File: src/rtl/ray_config_pkg.sv
// Shared register map and field positions for the ray-tracer configuration slave.
package ray_config_pkg;

    localparam int MAX_CORES        = 16;
    localparam int NUM_CAMERA_REGS  = 12;
    localparam int ROW_WIDTH        = 12;
    localparam int DONE_COUNT_WIDTH = 24;

    localparam logic [7:0] OFF_CTRL        = 8'h00;
    localparam logic [7:0] OFF_MATERIAL    = 8'h01;
    localparam logic [7:0] OFF_TREE        = 8'h02;
    localparam logic [7:0] OFF_FRAME       = 8'h03;
    localparam logic [7:0] OFF_CAMERA      = 8'h04;
    localparam logic [7:0] OFF_WIDTH       = 8'h10;
    localparam logic [7:0] OFF_HEIGHT      = 8'h11;
    localparam logic [7:0] OFF_CORE_ENABLE = 8'h12;
    localparam logic [7:0] OFF_IRQ_STATUS  = 8'h13;
    localparam logic [7:0] OFF_IRQ_MASK    = 8'h14;
    localparam logic [7:0] OFF_DONE_COUNT  = 8'h15;
    localparam logic [7:0] OFF_CORE_BASE   = 8'h20;

    localparam int CTRL_START_ALL = 0;
    localparam int CTRL_FLUSH     = 3;
    localparam int CTRL_RESET_RT  = 4;
    localparam int CTRL_NORMALIZE = 5;

endpackage

File: src/rtl/ray_done_tracker.sv
// Per-core completion tracker: detects busy falling and keeps a sticky
// interrupt status bit that software clears by writing a one.
module ray_done_tracker (
    input  logic clock,
    input  logic resetN,
    input  logic busy,
    input  logic clear,
    output logic status,
    output logic done_event
);

    logic busy_q, busy_d;
    logic status_q, status_d;

    always_comb begin
        busy_d     = busy;
        done_event = busy_q & ~busy;
        // A completion landing in the same cycle as a clear must not be lost.
        status_d   = done_event | (status_q & ~clear);
    end

    always_ff @(posedge clock or negedge resetN) begin
        if (!resetN) begin
            busy_q   <= 1'b0;
            status_q <= 1'b0;
        end else begin
            busy_q   <= busy_d;
            status_q <= status_d;
        end
    end

    assign status = status_q;

endmodule

File: src/rtl/ray_config_multi.sv
// Memory-mapped scene/camera configuration and per-core control for the
// ray-tracer array, with a single read response slot on the slave bus.
module ray_config_multi
    import ray_config_pkg::*;
#(
    parameter int NUM_CORES      = 4,
    parameter int POSITION_WIDTH = 16,
    parameter int DATA_WIDTH     = 24,
    parameter int ADDRESS_WIDTH  = 32,
    parameter int ADDRESS        = 0,
    parameter int BASE_WIDTH     = 6,
    parameter int ID_WIDTH       = 4
) (
    input  logic                             clock,
    input  logic                             resetN,
    output logic [ADDRESS_WIDTH-1:0]         materialAddress,
    output logic [ADDRESS_WIDTH-1:0]         treeAddress,
    output logic [ADDRESS_WIDTH-1:0]         frameAddress,
    output logic [POSITION_WIDTH-1:0]        cameraQ [3],
    output logic signed [POSITION_WIDTH-1:0] cameraV [3],
    output logic signed [POSITION_WIDTH-1:0] cameraX [3],
    output logic signed [POSITION_WIDTH-1:0] cameraY [3],
    output logic [ROW_WIDTH-1:0]             width,
    output logic [ROW_WIDTH-1:0]             height,
    output logic [ROW_WIDTH-1:0]             rowStart [NUM_CORES],
    output logic [ROW_WIDTH-1:0]             rowEnd [NUM_CORES],
    output logic [NUM_CORES-1:0]             start,
    input  logic [NUM_CORES-1:0]             ready,
    input  logic [NUM_CORES-1:0]             busy,
    output logic                             flush,
    output logic                             resetRT,
    output logic                             normalize,
    output logic                             interrupt,
    input  logic                             msValid,
    output logic                             msTaken,
    input  logic                             msWrite,
    input  logic [ADDRESS_WIDTH-1:0]         msAddress,
    input  logic [DATA_WIDTH-1:0]            msData,
    input  logic [ID_WIDTH-1:0]              msID,
    output logic                             smValid,
    input  logic                             smTaken,
    output logic [DATA_WIDTH-1:0]            smData,
    output logic [ID_WIDTH-1:0]              smID
);

    if (NUM_CORES < 1 || NUM_CORES > MAX_CORES) begin : g_bad_core_count
        $error("ray_config_multi: NUM_CORES must be in 1..16");
    end

    logic                      hit, wr_en, rd_en;
    logic [7:0]                offset, core_off;
    logic [NUM_CORES-1:0]      core_sel;
    logic [DATA_WIDTH-1:0]     rd_data;

    logic [DATA_WIDTH-1:0]     addr_q [3], addr_d [3];
    logic [POSITION_WIDTH-1:0] cam_q [NUM_CAMERA_REGS], cam_d [NUM_CAMERA_REGS];
    logic [ROW_WIDTH-1:0]      width_q, width_d, height_q, height_d;
    logic [ROW_WIDTH-1:0]      row_start_q [NUM_CORES], row_start_d [NUM_CORES];
    logic [ROW_WIDTH-1:0]      row_end_q [NUM_CORES], row_end_d [NUM_CORES];
    logic [NUM_CORES-1:0]      core_enable_q, core_enable_d, irq_mask_q, irq_mask_d;
    logic [NUM_CORES-1:0]      start_q, start_d, irq_clear, irq_status, done_event;
    logic [DONE_COUNT_WIDTH-1:0] done_count_q, done_count_d;
    logic [DONE_COUNT_WIDTH:0] count_sum;
    logic [4:0]                done_pop;
    logic                      count_clear;
    logic                      normalize_q, normalize_d, flush_q, flush_d;
    logic                      reset_rt_q, reset_rt_d, interrupt_q, interrupt_d;
    logic                      resp_valid_q, resp_valid_d;
    logic [DATA_WIDTH-1:0]     resp_data_q, resp_data_d;
    logic [ID_WIDTH-1:0]       resp_id_q, resp_id_d;

    assign hit      = msValid && (msAddress[ADDRESS_WIDTH-1:BASE_WIDTH] ==
                                  (ADDRESS_WIDTH-BASE_WIDTH)'(ADDRESS));
    assign msTaken  = hit && (!resp_valid_q || smTaken);
    assign wr_en    = msTaken && msWrite;
    assign rd_en    = msTaken && !msWrite;
    assign offset   = 8'(msAddress[BASE_WIDTH-1:0]);
    assign core_off = offset - OFF_CORE_BASE;

    always_comb begin
        core_sel = '0;
        for (int c = 0; c < NUM_CORES; c++) begin
            core_sel[c] = (offset >= OFF_CORE_BASE) && (core_off[7:1] == 7'(c));
        end
    end

    for (genvar c = 0; c < NUM_CORES; c++) begin : g_core
        ray_done_tracker u_tracker (
            .clock      (clock),
            .resetN     (resetN),
            .busy       (busy[c]),
            .clear      (irq_clear[c]),
            .status     (irq_status[c]),
            .done_event (done_event[c])
        );
    end

    always_comb begin
        addr_d        = addr_q;
        cam_d         = cam_q;
        width_d       = width_q;
        height_d      = height_q;
        row_start_d   = row_start_q;
        row_end_d     = row_end_q;
        core_enable_d = core_enable_q;
        irq_mask_d    = irq_mask_q;
        normalize_d   = normalize_q;
        start_d       = '0;
        flush_d       = 1'b0;
        reset_rt_d    = 1'b0;
        irq_clear     = '0;
        count_clear   = 1'b0;
        if (wr_en) begin
            case (offset)
                OFF_CTRL: begin
                    if (msData[CTRL_START_ALL]) start_d = core_enable_q;
                    flush_d     = msData[CTRL_FLUSH];
                    reset_rt_d  = msData[CTRL_RESET_RT];
                    normalize_d = msData[CTRL_NORMALIZE];
                end
                OFF_MATERIAL:    addr_d[0] = msData;
                OFF_TREE:        addr_d[1] = msData;
                OFF_FRAME:       addr_d[2] = msData;
                OFF_WIDTH:       width_d = msData[ROW_WIDTH-1:0];
                OFF_HEIGHT:      height_d = msData[ROW_WIDTH-1:0];
                OFF_CORE_ENABLE: core_enable_d = msData[NUM_CORES-1:0];
                OFF_IRQ_STATUS:  irq_clear = msData[NUM_CORES-1:0];
                OFF_IRQ_MASK:    irq_mask_d = msData[NUM_CORES-1:0];
                OFF_DONE_COUNT:  count_clear = 1'b1;
                default: ;
            endcase
            for (int i = 0; i < NUM_CAMERA_REGS; i++) begin
                if (offset == OFF_CAMERA + 8'(i)) cam_d[i] = msData[POSITION_WIDTH-1:0];
            end
            // Even per-core offsets hold the row band, odd ones are the start strobe.
            for (int c = 0; c < NUM_CORES; c++) begin
                if (core_sel[c] && !core_off[0]) begin
                    row_start_d[c] = msData[ROW_WIDTH-1:0];
                    row_end_d[c]   = msData[2*ROW_WIDTH-1:ROW_WIDTH];
                end else if (core_sel[c] && msData[0]) begin
                    start_d[c] = 1'b1;
                end
            end
        end
    end

    // A clear in the same cycle as completions leaves just the new completions.
    always_comb begin
        done_pop = '0;
        for (int c = 0; c < NUM_CORES; c++) done_pop = done_pop + 5'(done_event[c]);
        count_sum    = (count_clear ? '0 : {1'b0, done_count_q}) + (DONE_COUNT_WIDTH+1)'(done_pop);
        done_count_d = count_sum[DONE_COUNT_WIDTH] ? '1 : count_sum[DONE_COUNT_WIDTH-1:0];
        interrupt_d  = |(irq_status & irq_mask_q);
    end

    always_comb begin
        rd_data = '0;
        case (offset)
            OFF_CTRL:        rd_data = DATA_WIDTH'({normalize_q, 2'b00, |busy, &ready, 1'b0});
            OFF_MATERIAL:    rd_data = addr_q[0];
            OFF_TREE:        rd_data = addr_q[1];
            OFF_FRAME:       rd_data = addr_q[2];
            OFF_WIDTH:       rd_data = DATA_WIDTH'(width_q);
            OFF_HEIGHT:      rd_data = DATA_WIDTH'(height_q);
            OFF_CORE_ENABLE: rd_data = DATA_WIDTH'(core_enable_q);
            OFF_IRQ_STATUS:  rd_data = DATA_WIDTH'(irq_status);
            OFF_IRQ_MASK:    rd_data = DATA_WIDTH'(irq_mask_q);
            OFF_DONE_COUNT:  rd_data = DATA_WIDTH'(done_count_q);
            default: ;
        endcase
        // Q is unsigned, V/X/Y read back sign-extended.
        for (int i = 0; i < NUM_CAMERA_REGS; i++) begin
            if (offset == OFF_CAMERA + 8'(i)) begin
                rd_data = (i < 3) ? DATA_WIDTH'(cam_q[i])
                                  : {{(DATA_WIDTH-POSITION_WIDTH){cam_q[i][POSITION_WIDTH-1]}}, cam_q[i]};
            end
        end
        for (int c = 0; c < NUM_CORES; c++) begin
            if (core_sel[c]) begin
                rd_data = core_off[0] ? DATA_WIDTH'({busy[c], ready[c]})
                                      : DATA_WIDTH'({row_end_q[c], row_start_q[c]});
            end
        end
    end

    always_comb begin
        resp_valid_d = rd_en | (resp_valid_q & ~smTaken);
        resp_data_d  = rd_en ? rd_data : resp_data_q;
        resp_id_d    = rd_en ? msID : resp_id_q;
    end

    always_ff @(posedge clock or negedge resetN) begin
        if (!resetN) begin
            addr_q        <= '{default: '0};
            cam_q         <= '{default: '0};
            width_q       <= '0;
            height_q      <= '0;
            row_start_q   <= '{default: '0};
            row_end_q     <= '{default: '0};
            core_enable_q <= '1;
            irq_mask_q    <= '0;
            done_count_q  <= '0;
            normalize_q   <= 1'b0;
            start_q       <= '0;
            flush_q       <= 1'b0;
            reset_rt_q    <= 1'b0;
            interrupt_q   <= 1'b0;
            resp_valid_q  <= 1'b0;
            resp_data_q   <= '0;
            resp_id_q     <= '0;
        end else begin
            addr_q        <= addr_d;
            cam_q         <= cam_d;
            width_q       <= width_d;
            height_q      <= height_d;
            row_start_q   <= row_start_d;
            row_end_q     <= row_end_d;
            core_enable_q <= core_enable_d;
            irq_mask_q    <= irq_mask_d;
            done_count_q  <= done_count_d;
            normalize_q   <= normalize_d;
            start_q       <= start_d;
            flush_q       <= flush_d;
            reset_rt_q    <= reset_rt_d;
            interrupt_q   <= interrupt_d;
            resp_valid_q  <= resp_valid_d;
            resp_data_q   <= resp_data_d;
            resp_id_q     <= resp_id_d;
        end
    end

    always_comb begin
        for (int i = 0; i < 3; i++) begin
            cameraQ[i] = cam_q[i];
            cameraV[i] = cam_q[3+i];
            cameraX[i] = cam_q[6+i];
            cameraY[i] = cam_q[9+i];
        end
    end

    assign materialAddress = {addr_q[0], {(ADDRESS_WIDTH-DATA_WIDTH){1'b0}}};
    assign treeAddress     = {addr_q[1], {(ADDRESS_WIDTH-DATA_WIDTH){1'b0}}};
    assign frameAddress    = {addr_q[2], {(ADDRESS_WIDTH-DATA_WIDTH){1'b0}}};
    assign width           = width_q;
    assign height          = height_q;
    assign rowStart        = row_start_q;
    assign rowEnd          = row_end_q;
    assign start           = start_q;
    assign flush           = flush_q;
    assign resetRT         = reset_rt_q | ~resetN;
    assign normalize       = normalize_q;
    assign interrupt       = interrupt_q;
    assign smValid         = resp_valid_q;
    assign smData          = resp_data_q;
    assign smID            = resp_id_q;

endmodule

File: config.mk
export PLATFORM = sky130hd
export DESIGN_NAME = ray_config_multi
export DESIGN_NICKNAME = d
export VERILOG_FILES = /design/src/rtl/ray_config_pkg.sv /design/src/rtl/ray_done_tracker.sv /design/src/rtl/ray_config_multi.sv
export SDC_FILE = /design/constraint.sdc
export NUM_CORES = 1
export LEC_CHECK = 0
export CAP_MARGIN = 15
export CORE_MARGIN = 8
export CORE_UTILIZATION = 43
export CTS_CLUSTER_SIZE = 12
export DETAILED_ROUTE_END_ITERATION = 8
export HOLD_SLACK_MARGIN = 0.06
export MAX_ROUTING_LAYER = met4
export PLACE_DENSITY = 0.71
export SLEW_MARGIN = 20
export SYNTH_ARGS = -nofsm -noshare
export SYNTH_HDL_FRONTEND = slang
export SYNTH_SLANG_ARGS = --single-unit
File: constraint.sdc
create_clock -name clock -period 4.55 [get_ports clock]
set_input_delay 0.91 -clock clock [delete_from_list [all_inputs] [get_ports clock]]
set_output_delay 0.91 -clock clock [all_outputs]
set_load 0.02 [all_outputs]
======== Word level (Yosys, flattened, before mapping) ========
Index checks and enable logic that the tools add are counted.
cells by class
  add/sub/neg operators ................... 5
  $lt $le $gt $ge ......................... 1
  equality and inequality tests ........... 24
  muxes and demuxes ....................... 42
  bitwise gates (word level) .............. 26
  reductions and logical operators ........ 50
operators by type and width
  cell                                                                   count
  24-bit two-way mux                                                     22
  24-bit case mux with 10 select lines                                   1
  6-bit by 4-bit equality test with 1-bit output, second input constant  8
  2-bit AND reduction                                                    24
  6-bit by 5-bit equality test with 1-bit output, second input constant  6
  26-bit zero test                                                       1
  24-bit by 4-bit adder with 25-bit output                               1
  6-bit by 3-bit equality test with 1-bit output, second input constant  4
  4-bit two-way mux                                                      5
  1-bit logical AND                                                      16
  7-bit by 2-bit equality test with 1-bit output, second input constant  2
  1-bit two-way mux                                                      14
  6-bit by 2-bit equality test with 1-bit output, second input constant  2
  1-bit inverter                                                         10
  1-bit bitwise AND                                                      9
  8-bit zero test                                                        1
  4-bit OR reduction                                                     2
  7-bit by 1-bit equality test with 1-bit output, second input constant  1
  7-bit zero test                                                        1
  6-bit by 6-bit subtractor with 7-bit output, second input constant     1
  6-bit by 1-bit equality test with 1-bit output, second input constant  1
  6-bit greater-or-equal comparator, second input constant               1
  1-bit bitwise OR                                                       6
  3-bit by 1-bit adder with 4-bit output                                 1
  other kinds (6)                                                        8
storage, ports and cells
  flip-flop bits (word level) ............. 461
  output and inout port bits .............. 446
  word-level logic and storage cells ...... 192

======== Depth between registers and ports, before layout ========
  word-level depth ........................ 18
  mapped depth ............................ 17

======== Hierarchy ========
From an unflattened synthesis, not the netlist that was laid out.
unflattened totals
  cells, all modules ...................... 1774
  area, all modules ....................... 21902.3 um^2
modules (own cells, without submodules)
  module            times used  cells each  area an instance (um^2)  seq. area each (um^2)
  ray_config_multi  1           1754        21602.0                  11340.9
  ray_done_tracker  4           5           75.1                     50.0

======== Worst setup path after synthesis ========
Ideal clock, no wire load.
  path type ............................... input -> register
  from .................................... input port msAddress[9]
  to ...................................... register done_count_q[23]
  library setup time ...................... 120 ps
  arrival ................................. 4482 ps
  required time ........................... 4430 ps
  slack ................................... -52 ps
  cell stages on the path ................. 15
  buffers on the path ..................... 2
  cells stage by stage .................... nor4_1 -> nand4_2 -> nor3_4 -> and2_0 -> clkbuf_1 -> nor2b_1 -> fa_1 -> fa_1 -> a21o_1 -> or4b_2 -> clkbuf_1 -> or2_2 -> nor2_1 -> nand3_1 -> o211a_1
between the ends
  cells in the longest elaborated chain, start to end .. 8
ends and longest elaborated chain
  element                                   RTL line                 source
  start: declaration                        ray_config_multi.sv:37   input logic [ADDRESS_WIDTH-1:0] msAddress,
  26-bit zero test                          ray_config_multi.sv:72   assign hit = msValid && (msAddress[ADDRESS_WIDTH-1:BASE_WIDTH] ==
  1-bit logical AND                         ray_config_multi.sv:72
  1-bit logical AND                         ray_config_multi.sv:74   assign msTaken = hit && (!resp_valid_q || smTaken);
  1-bit logical AND                         ray_config_multi.sv:75   assign wr_en = msTaken && msWrite;
  1-bit two-way mux                         ray_config_multi.sv:113  if (wr_en) begin
  24-bit two-way mux                        ray_config_multi.sv:151  count_sum = (count_clear ? '0 : {1'b0, done_count_q}) + (DONE_COUNT_WIDTH+1)'(done_pop);
  24-bit by 4-bit adder with 25-bit output  ray_config_multi.sv:151
  24-bit two-way mux                        ray_config_multi.sv:152  done_count_d = count_sum[DONE_COUNT_WIDTH] ? '1 : count_sum[DONE_COUNT_WIDTH-1:0];
  named net done_count_d[23]                ray_config_multi.sv:62   logic [DONE_COUNT_WIDTH-1:0] done_count_q, done_count_d;
  end signal: assignment                    ray_config_multi.sv:220  done_count_q <= done_count_d;
  end: declaration                          ray_config_multi.sv:62
The timed path passes the listed nets, and every way through them passes these cells.
A chain may end at the register's enable or synchronous reset.

======== Final worst setup path ========
  from .................................... input port msAddress[16]
  to ...................................... register done_count_q[23]
The elaborated chain is that of the path after synthesis.

==> run summary <==
status: completed
layout cell share with drive strength beyond 1: 26.84%
drc violations: 0
CTS tree: yes
first-pass GRT wire length: 132700 um
chip width: 241.2 um
Reg-to-Reg Start: smValid
RSZ-0062 raised after global routing: false
Synth area leader: dfrtp_1
clk buf depth: 3
Max-slew headroom: 22.03%
cts hold-fix bufs: 0
Top Family by Delay on Critical Path: simple AND/OR/NAND/NOR gates
synthesized area: 21800 um^2
f_max: 236.7 MHz
maxcap violations: 0
Comb power frac: 6.7%
final WL: 92560 um
Cell Int Power: 6827 uW
post-DP HPWL: 67280 um
post-CTS setup buffer count: 0
TritonRoute pass-1 iters: 8
vias post-DR: 18094
Max stage delay cell, worst path: or4b_2
r2r endpoint: done_count_q[23]
clock sinks: 461
root buffer cell: clkbuf_16
pwr dens: 304.8 nW/um^2
highest cell delay on the worst timing path: 0.60 ns
I/O pins: 519
clk_lat worst skew: 0.60 ns
Async SR Flop Fraction: 100.0%
row count: 82
Placer Congestion: 0.9617
crit share post-route: 92.83%
VDD IR max: 0.2855 mV
first-iteration detailed-routing DRC count: 2101
H-tree levels: 2
critical path class: input pin to flip-flop
top cells by area, synth: dfrtp_1, mux2_2, mux2_1, a22oi_1, o21ai_0
Synth Register Bits: 461
number of synthesized flops with an enable pin: 0
initial antenna violation count: 9
Avg WL per Cell: 31.08 um
ys flop type: dfrtp_1
FF-to-FF setup slack: 0.93 ns
Synth Area per Inst: 12.48 um^2
clock-pin slew on the worst setup and hold paths: 0.06 ns
worst-margin pin slew: 1.166 ns
post-synthesis cell count: 1747
worst clock skew: 0.02243 ns
Antenna Nets Post-Route: 0
Area Growth Syn to Fin: 35.44%
global route overflow: 0
data required time of the worst path: 5.02 ns
Crit. End Element: flip-flop
post-layout net count: 2337
Worst Path Arrival: 4.70 ns
total global-route track usage: 32.00%
worst path cell trace: clkdlybuf4s50_1, nor4_2, nand4_2, nor3_4, and2_0, nor2b_1, fa_1, fa_1, a21o_1, or4b_2, or2_2, nor2_1, nand3_1, o211a_1
Switch Pwr: 2172 uW
Flop pwr share: 46.6%
Synth Warn #: 0
crit-path most repeated cell: fa_1
post-synth top area share: 52.46%
Worst Path Buf+Inv: 1
total die area: 58160 um^2
Non-Filler Instances: 2978
synth unique cells: 88
CTS Buf Count: 51
worst hold path type: input pin to asynchronous set/reset pin
Net Sw Frac: 24.14%
cts repair resizes: 0
core footprint: 50070 um^2
Final Util: 58.97%
final setup TNS: 0 ns
Initial Util: 43.54%
die height: 241.2 um
final hold violation count: 0
number of global-route vias before repair: 18404
Reg2Reg Depth: 13
Critical Path Fanout Max: 4
clock period minus worst slack: 4.224 ns
Seq/Total Area, Yosys: 52.94%
vias per cell: 6.076
Slew Viols, Final: 0
clock share of power: 46.6%
dpl cells: 2879
Leakage: 0.01338 uW
Pwr Total: 8999 uW
PortBufs: 494
startpoint types: input pin
pin count of the biggest net entering global routing: 156
# setup viols final: 0
[power by group through the flow]
stage | Clock, uW | Combinational [uW] | Sequential (uW)
after floorplan | 0 | 290 | 4240
after global placement | 0 | 583 | 4270
after detailed placement | 0 | 598 | 4270
after CTS | 4250 | 599 | 4190
after global routing | 4420 | 652 | 4200
final | 4200 | 606 | 4200
[routing by layer]
| metal | vias to the layer above | part of all wire [%] | track usage [%] |
|---|---|---|---|
| met5 | - | 0 | - |
| met4 | 0 | 4.4 | 12.66 |
| met3 | 196 | 9.2 | 6.713 |
| met2 | 1053 | 47 | 49.57 |
| met1 | 9349 | 39 | 40.97 |
| li1 | 7496 | - | - |
[through the flow]
stage / area, um^2 / setup slack [ns] / hold slack (ns)
after floorplan: 21890 / 0.03585 / 0.4562
after global placement: 27820 / -0.2177 / 0.4576
after detailed placement: 27810 / -0.2751 / 0.4624
after CTS: 29520 / 0.3229 / 0.2409
after global routing: 29520 / 0.09367 / 0.2714
final: 29520 / 0.3260 / 0.2593
[worst reg2reg max path, delay by kind of cell, from the launching register on]
kind                       cells  cell delay, ns
and+or+nand+nor                9            2.07
adders and majority gates      2            0.73
DFF                            1            0.39
AOI/OAI and AO/OA              2            0.30
[area by class of cell]
cell class	instances	area (um^2)
antenna	7	17.52
inverter	12	45.04
sequential	461	11540
multi-input combinational	1126	9454
fill	4167	20540
clock buffer	77	1525
tap	672	840.8
clock inverter	15	178.9
timing repair buffer	608	5921
[cell usage after synthesis, drive strengths merged, types with 5 or more instances]
cell type,number
a31oi,16
o211ai,5
a22oi,60
o21a,8
nor4,7
a21o,5
mux2,408
dfrtp,457
and2,11
nand2b,6
nor2,74
and3,22
nand3,44
xnor2,7
a32o,6
nor3,28
mux2i,33
buf,98
xor2,6
o22ai,10
o221ai,10
a222oi,15
o21ai,72
nand4,18
inv,12
clkbuf,73
a221oi,15
or4b,5
nand2,71
a21oi,41
a2111oi,7
mux4,6
nor2b,10
nor4b,6
a22o,6
[how the worst max path moves through the flow]
stage / start / endpoint / slack, ns / cells past startpoint
floorplan: msAddress[8] / done_count_q[23] / 0.04 / 15
global placement: msAddress[8] / done_count_q[23] / -0.22 / 14
detailed placement: msAddress[17] / done_count_q[23] / -0.28 / 14
CTS: msAddress[16] / done_count_q[23] / 0.32 / 14
global route: msAddress[16] / done_count_q[23] / 0.09 / 14
finish: msAddress[16] / done_count_q[23] / 0.33 / 14
[cell usage in the layout (no fill, tap or decap), types with 11 or more instances in the layout]
cell type / netlist / routed
a21oi_1: 41 / 41
a221oi_1: 15 / 15
a222oi_1: 15 / 15
a22oi_1: 60 / 60
a31oi_1: 16 / 16
and3_1: 22 / 22
buf_12: 0 / 11
buf_4: 42 / 104
clkbuf_1: 72 / 12
clkbuf_16: 0 / 52
clkbuf_8: 0 / 13
clkdlybuf4s50_1: 0 / 488
conb_1: 1 / 24
dfrtp_1: 457 / 457
inv_1: 12 / 12
mux2_1: 46 / 46
mux2_2: 362 / 362
mux2i_1: 33 / 33
nand2_1: 70 / 70
nand3_1: 39 / 39
nand4_1: 17 / 17
nor2_1: 64 / 62
nor3_1: 18 / 17
o21ai_0: 69 / 69
[flip-flops by register name, summed over array words and instances, names as in the netlist, 48 cells and up]
| signal | cells |
|---|---|
| cameraQ | 48 |
| cameraV | 48 |
| cameraX | 48 |
| cameraY | 48 |
| rowEnd | 48 |
| rowStart | 48 |
[kinds of logic after synthesis]
family,after synthesis,synth area share [%]
XOR/XNOR,13,0.5223
other,1,0.01720
AO/OA/AOI/OAI,311,9.947
buffers and inverters,183,4.339
flip-flops,461,52.94
multiplexers,447,23.21
AND/OR/NAND/NOR,327,8.684
adder cells (fa/ha/maj),4,0.3329
No activity file was read; power rests on OpenSTA's default activity.
